[src/rtl/dqn_weight_bus_scheduler_pkg.sv]
// dqn_weight_bus_scheduler_pkg: scheduler state encoding, layer codes and layer-size helpers
package dqn_weight_bus_scheduler_pkg;
  typedef enum logic [1:0] {S_INIT, S_IDLE, S_READ, S_WRITE} state_t;
  localparam int LAYER_1 = 1;
  localparam int LAYER_2 = 2;
  localparam int LAYER_3 = 3;
  function automatic int layer_size(input int layer, input int n_in, input int n_h1, input int n_h2, input int n_out);
    return layer == LAYER_1 ? n_h1 * (n_in + 1) : layer == LAYER_2 ? n_h2 * (n_h1 + 1) : n_out * (n_h2 + 1);
  endfunction
  localparam int DEFAULT_L1 = layer_size(LAYER_1, 2, 32, 32, 3);
  localparam int DEFAULT_L2 = layer_size(LAYER_2, 2, 32, 32, 3);
  localparam int DEFAULT_L3 = layer_size(LAYER_3, 2, 32, 32, 3);
endpackage

[src/rtl/dqn_weight_addr_counter.sv]
// dqn_weight_addr_counter: layer/address sweep counter with stall, per-layer wrap and last flag
module dqn_weight_addr_counter
  import dqn_weight_bus_scheduler_pkg::*;
#(
  parameter int LAYER_WIDTH          = 2,
  parameter int WEIGHT_COUNTER_WIDTH = 11,
  parameter int L1                   = DEFAULT_L1,
  parameter int L2                   = DEFAULT_L2,
  parameter int L3                   = DEFAULT_L3
) (
  input  logic                            clk,
  input  logic                            rst,
  input  logic                            clear,
  input  logic                            advance,
  output logic [LAYER_WIDTH-1:0]          layer,
  output logic [WEIGHT_COUNTER_WIDTH-1:0] addr,
  output logic                            last
);
  logic [WEIGHT_COUNTER_WIDTH-1:0] top_addr;
  logic                            wrap;
  assign top_addr = layer == LAYER_WIDTH'(LAYER_1) ? WEIGHT_COUNTER_WIDTH'(L1 - 1) :
                    layer == LAYER_WIDTH'(LAYER_2) ? WEIGHT_COUNTER_WIDTH'(L2 - 1) :
                                                     WEIGHT_COUNTER_WIDTH'(L3 - 1);
  assign wrap = addr == top_addr;
  assign last = wrap && layer == LAYER_WIDTH'(LAYER_3);
  // step through each layer's weights, moving to the next layer on wrap and back to layer 1 after the last
  always_ff @(posedge clk) begin
    if (rst || clear) begin
      layer <= LAYER_WIDTH'(LAYER_1);
      addr  <= '0;
    end else if (advance) begin
      addr  <= wrap ? '0 : addr + 1'b1;
      layer <= last ? LAYER_WIDTH'(LAYER_1) : wrap ? layer + 1'b1 : layer;
    end
  end
endmodule

[src/rtl/dqn_weight_bus_scheduler.sv]
// dqn_weight_bus_scheduler: arbitrates the shared weight bus between init load, soft-update reads and write-backs
module dqn_weight_bus_scheduler
  import dqn_weight_bus_scheduler_pkg::*;
#(
  parameter int DATA_WIDTH                    = 32,
  parameter int LAYER_WIDTH                   = 2,
  parameter int WEIGHT_COUNTER_WIDTH          = 11,
  parameter int NUMBER_OF_INPUT_NODE          = 2,
  parameter int NUMBER_OF_HIDDEN_NODE_LAYER_1 = 32,
  parameter int NUMBER_OF_HIDDEN_NODE_LAYER_2 = 32,
  parameter int NUMBER_OF_OUTPUT_NODE         = 3
) (
  input  logic                            clk,
  input  logic                            rst,
  input  logic                            i_init_valid,
  input  logic [LAYER_WIDTH-1:0]          i_init_layer,
  input  logic [WEIGHT_COUNTER_WIDTH-1:0] i_init_addr,
  input  logic [DATA_WIDTH-1:0]           i_init_weight,
  input  logic                            i_update_request,
  input  logic                            i_train_busy,
  input  logic                            i_upd_valid,
  input  logic [LAYER_WIDTH-1:0]          i_upd_layer,
  input  logic [WEIGHT_COUNTER_WIDTH-1:0] i_upd_addr,
  input  logic [DATA_WIDTH-1:0]           i_upd_weight,
  input  logic                            i_upd_done,
  output logic                            o_weight_valid,
  output logic                            o_rw_weight_select,
  output logic [LAYER_WIDTH-1:0]          o_weight_layer,
  output logic [WEIGHT_COUNTER_WIDTH-1:0] o_weight_addr,
  output logic [DATA_WIDTH-1:0]           o_weight,
  output logic                            o_init_done,
  output logic                            o_update_busy,
  output logic                            o_update_done
);
  localparam int L1 = layer_size(LAYER_1, NUMBER_OF_INPUT_NODE, NUMBER_OF_HIDDEN_NODE_LAYER_1, NUMBER_OF_HIDDEN_NODE_LAYER_2, NUMBER_OF_OUTPUT_NODE);
  localparam int L2 = layer_size(LAYER_2, NUMBER_OF_INPUT_NODE, NUMBER_OF_HIDDEN_NODE_LAYER_1, NUMBER_OF_HIDDEN_NODE_LAYER_2, NUMBER_OF_OUTPUT_NODE);
  localparam int L3 = layer_size(LAYER_3, NUMBER_OF_INPUT_NODE, NUMBER_OF_HIDDEN_NODE_LAYER_1, NUMBER_OF_HIDDEN_NODE_LAYER_2, NUMBER_OF_OUTPUT_NODE);
  state_t                          state;
  logic                            pending;
  logic                            start;
  logic                            init_last;
  logic [LAYER_WIDTH-1:0]          cnt_layer;
  logic [WEIGHT_COUNTER_WIDTH-1:0] cnt_addr;
  logic                            cnt_last;
  assign start         = state == S_IDLE && pending && !i_train_busy;
  assign init_last     = i_init_layer == LAYER_WIDTH'(LAYER_3) && i_init_addr == WEIGHT_COUNTER_WIDTH'(L3 - 1);
  assign o_update_busy = state == S_READ || state == S_WRITE;
  dqn_weight_addr_counter #(
    .LAYER_WIDTH(LAYER_WIDTH), .WEIGHT_COUNTER_WIDTH(WEIGHT_COUNTER_WIDTH), .L1(L1), .L2(L2), .L3(L3)
  ) u_counter (
    .clk(clk), .rst(rst), .clear(start), .advance(state == S_READ && !i_upd_valid),
    .layer(cnt_layer), .addr(cnt_addr), .last(cnt_last)
  );
  // scheduler FSM: one bus transaction per cycle, write-backs pre-empt sweep reads
  always_ff @(posedge clk) begin
    if (rst) begin
      state              <= S_INIT;
      pending            <= 1'b0;
      o_weight_valid     <= 1'b0;
      o_rw_weight_select <= 1'b0;
      o_weight_layer     <= '0;
      o_weight_addr      <= '0;
      o_weight           <= '0;
      o_init_done        <= 1'b0;
      o_update_done      <= 1'b0;
    end else begin
      pending        <= !start && (pending || i_update_request);
      o_weight_valid <= 1'b0;
      o_update_done  <= 1'b0;
      case (state)
        S_INIT: if (i_init_valid) begin
          o_weight_valid     <= 1'b1;
          o_rw_weight_select <= 1'b0;
          o_weight_layer     <= i_init_layer;
          o_weight_addr      <= i_init_addr;
          o_weight           <= i_init_weight;
          if (init_last) begin
            state       <= S_IDLE;
            o_init_done <= 1'b1;
          end
        end
        S_IDLE: if (start) state <= S_READ;
        S_READ: begin
          o_weight_valid     <= 1'b1;
          o_rw_weight_select <= !i_upd_valid;
          o_weight_layer     <= i_upd_valid ? i_upd_layer : cnt_layer;
          o_weight_addr      <= i_upd_valid ? i_upd_addr : cnt_addr;
          if (i_upd_valid) o_weight <= i_upd_weight;
          if (!i_upd_valid && cnt_last) state <= S_WRITE;
        end
        S_WRITE: begin
          if (i_upd_valid) begin
            o_weight_valid     <= 1'b1;
            o_rw_weight_select <= 1'b0;
            o_weight_layer     <= i_upd_layer;
            o_weight_addr      <= i_upd_addr;
            o_weight           <= i_upd_weight;
          end
          if (i_upd_done) begin
            state         <= S_IDLE;
            o_update_done <= 1'b1;
          end
        end
        default: state <= S_INIT;
      endcase
    end
  end
endmodule

[config.mk]
export PLATFORM = sky130hd
export DESIGN_NAME = dqn_weight_bus_scheduler
export DESIGN_NICKNAME = d
export VERILOG_FILES = /design/src/rtl/dqn_weight_bus_scheduler_pkg.sv /design/src/rtl/dqn_weight_addr_counter.sv /design/src/rtl/dqn_weight_bus_scheduler.sv
export SDC_FILE = /design/constraint.sdc
export NUM_CORES = 1
export LEC_CHECK = 0
export CORE_MARGIN = 4
export CORE_UTILIZATION = 41
export CTS_CLUSTER_DIAMETER = 40
export DETAILED_ROUTE_END_ITERATION = 7
export DONT_BUFFER_PORTS = 1
export PLACE_DENSITY = 0.66
export SLEW_MARGIN = 15
export SYNTH_ARGS = -nofsm -noshare
export SYNTH_HDL_FRONTEND = slang
export SYNTH_HIERARCHICAL = 1
export SYNTH_SLANG_ARGS = --single-unit
[constraint.sdc]
create_clock -name clk -period 2.6 [get_ports clk]
set_input_delay 0.65 -clock clk [delete_from_list [all_inputs] [get_ports clk]]
set_output_delay 0.65 -clock clk [all_outputs]
set_load 0.01 [all_outputs]
==> reports/qor.txt <==
Outcome = finished, final reports clean
Cell accounting for the most synthesized area = dfxtp_1
Net Sw Frac = 24.4%
Worst path cell trace = inv_1, ha_2, nor4b_4, o2bb2ai_1, and3_1, nand2b_1, a221oi_1, o221a_2, mux2_2
Via count = 2,855
Share of the synthesized area in the top cell type = 38.7%
Predominant post-synthesis flop cell = dfxtp_1
Final WL = 9260 um
Share of flip-flops with an asynchronous set or reset = 0%
Initial antenna violation count = 0
CTS Sinks = 65
Layout net count = 487
Hold slack final = 0.373 ns
CTS H-tree depth = 3
Peak supply drop = 0.000333 V
Post-synth EDFFs = 0
Global route overflow = 0
Antenna Cells = 0
Total Power = 0.00223 W
#FFs+latches synth = 65
Initial core utilization = 42.9%
PwrDens = 608 nW/um^2
Synth area leaders = dfxtp_1, a311oi_1, nand2_1, nor2_1, mux2_2
Critical path class = reg2reg
WL per Instance = 18.9 um
Layout area overhead = 9.08%
TritonCTS clock tree = done
Crit path arrival time = 2.60 ns
Critical-path top delay cell = dfxtp_2
Critical Path Max Stage Delay = 0.36 ns
Clock Latency Late Sink = 0.34 ns
Hold crit path type = in2reg
Die X = 98.6 um
Ys Warns = 6
Final hold violations = 0
Post-CTS Hold Fix Bufs = 0
Via density = 5.84
Fmax = 0.422 GHz
Post-Syn Area = 3360 sq um
Worst-path fanout max = 5
Synth Net Count = 496
Endpoints failing setup = 0
Core Area = 7850 sq um
Post-DRT Antenna Nets = 0
CTS Root Cell = clkbuf_8
1st-pass router iterations = 4
Dpl hpwl = 6740 um
Part of the power in registers = 49.8%
Final period demand of the worst path = 2.37 ns
Die Area = 9720 sq um
Max clock buf depth = 2
Slew Limit Fails = 0
Setup TNS = 0 ns
Synth top cells by count = nand2_1, dfxtp_1, nor2_1
# port buffers = 0
MaxCap Viol Count = 0
Post-route DRC violation count = 0
Worst EP required = 2.83 ns
Syn Inst Count = 391
Sequential share of the synthesized area = 38.7%
Setup crit end kind = flop
P_int = 0.00169 W
Placer Congestion = 0.829
Leakage = 1.42 nW
Ports = 147
Clock power share = 44.0%
Count leader, synth = nand2_1
Critical path startpoint category = flop
Layout Skew = 0.00764 ns
Worst slew pin tran = 0.564 ns
Final Cycle Share = 91.1%
Largest net degree at the start of global routing = 65
Row cnt = 32
First-pass GRT wire length = 15,200 um
GRT Total Usage = 19.0%
Vias in the first global route = 2,931
Initial drt markers = 104
Post-Syn Area per Cell = 8.60 sq um
Cts bufs inserted = 9
Combinational share of power = 6.2%
Final Util = 46.7%
Fraction of layout cells with a size suffix above 1 = 16.5%
Slew margin rel. = 62.4%
Clk slew on worst S/H paths = 0.07 ns
Yosys cell types = 45
Die H = 98.6 um
Sw power = 0.000543 W
RSZ-0062 raised after global routing = no
[critical path, delay by kind of cell (launching register included)]
kind	cells	cell delay, ns
adder cells (fa/ha/maj)	1	0.36
flip-flops	1	0.36
buffers and inverters	1	0.06
multiplexers	1	0.33
AND/OR/NAND/NOR	3	0.47
AO/OA/AOI/OAI	3	0.68
[area by class of cell]
cell class | count | area [sq um]
Clock buffer | 10 | 138
Clock inverter | 6 | 90.1
Fill cell | 787 | 4180
Inverter | 8 | 30.0
Multi-Input combinational cell | 288 | 1890
Sequential cell | 65 | 1300
Tap cell | 102 | 128
Timing Repair Buffer | 10 | 87.6
[logic make-up after synthesis]
kind of cell,after synthesis,synth area share [%]
AND/OR/NAND/NOR,181,25.7
AO/OA/AOI/OAI,72,19.2
flip-flops,65,38.7
buffers and inverters,38,5.25
multiplexers,17,5.58
XOR/XNOR,10,2.60
adder cells (fa/ha/maj),8,2.98
[power groups by stage]
stage / sequential, W / combinational, W / clock, W
floorplan: 0.00112 / 0.000134 / 0
global placement: 0.00113 / 0.000132 / 0
finish: 0.00111 / 0.000137 / 0.000982
detailed placement: 0.00114 / 0.000137 / 0
global route: 0.00112 / 0.000158 / 0.00105
CTS: 0.00111 / 0.000138 / 0.00101
[flip-flops by register name, indices dropped and copies added, names as in the netlist, 2 cells and up]
name / cells
o_weight: 32
o_weight_addr: 11
u_counter/addr: 11
o_weight_layer: 2
state: 2
u_counter/layer: 2
[per-layer routing]
| layer | part of all wire (%) | GRT usage (%) | vias up | wire length [um] |
|---|---|---|---|---|
| met5 | 0 | 0 | - | 0 |
| met4 | 2.0 | 7.35 | 0 | 181 |
| met3 | 9.1 | 6.86 | 16 | 839 |
| met2 | 50 | 31.9 | 113 | 4590 |
| li1 | - | - | 1383 | - |
| met1 | 39 | 22.2 | 1343 | 3650 |
[what timing repair did]
item / 4_1_cts / 5_1_grt
endpoints found under the hold margin: 0 / 0
buffers inserted: 0 / 1
gates resized for setup: 0 / 2
setup endpoints to repair: 0 / 1
[cells in the final DEF (no fill, tap or decap), types with 2 or more instances in the layout]
| master | synthesis | final |
|---|---|---|
| nand2_1 | 81 | 81 |
| dfxtp_1 | 65 | 64 |
| nor2_1 | 54 | 54 |
| a311oi_1 | 45 | 45 |
| mux2_2 | 14 | 14 |
| a22oi_1 | 13 | 13 |
| clkbuf_8 | 0 | 10 |
| nor2_2 | 11 | 10 |
| buf_4 | 4 | 9 |
| inv_1 | 7 | 7 |
| ha_1 | 8 | 7 |
| nor2b_1 | 6 | 6 |
| xor2_1 | 6 | 6 |
| and4_1 | 4 | 4 |
| nand2b_1 | 4 | 4 |
| xnor2_1 | 4 | 4 |
| mux2i_1 | 3 | 3 |
| nor3_1 | 3 | 3 |
| nand4_1 | 3 | 3 |
| nor4bb_1 | 2 | 2 |
| a31oi_1 | 2 | 2 |
| a221oi_1 | 2 | 2 |
| o221a_2 | 2 | 2 |
| bufinv_16 | 0 | 2 |
| nor4b_4 | 2 | 2 |
| and3_1 | 2 | 2 |
| nand3_1 | 2 | 2 |
[through the flow]
step | instance area [sq um] | worst slack (ns) | std cells
4_1_cts | 3660 | 0.149 | 488
3_5_place_dp | 3430 | 0.156 | 472
2_1_floorplan | 3360 | 0.328 | 391
6_report | 3670 | 0.231 | 489
5_1_grt | 3670 | 0.0519 | 489
3_3_place_gp | 3430 | 0.246 | 472
[worst paths after layout]
path | start | endpoint | slack, ns | cells past startpoint
worst min register to register | pending | pending | 0.50 | 2
worst max register to register | u_counter/layer[0] | state[0] | 0.23 | 9
worst min-delay path | rst | o_init_done | 0.37 | 1
worst max-delay path | u_counter/layer[0] | state[0] | 0.23 | 9
No activity file was read; power rests on OpenSTA's default activity.
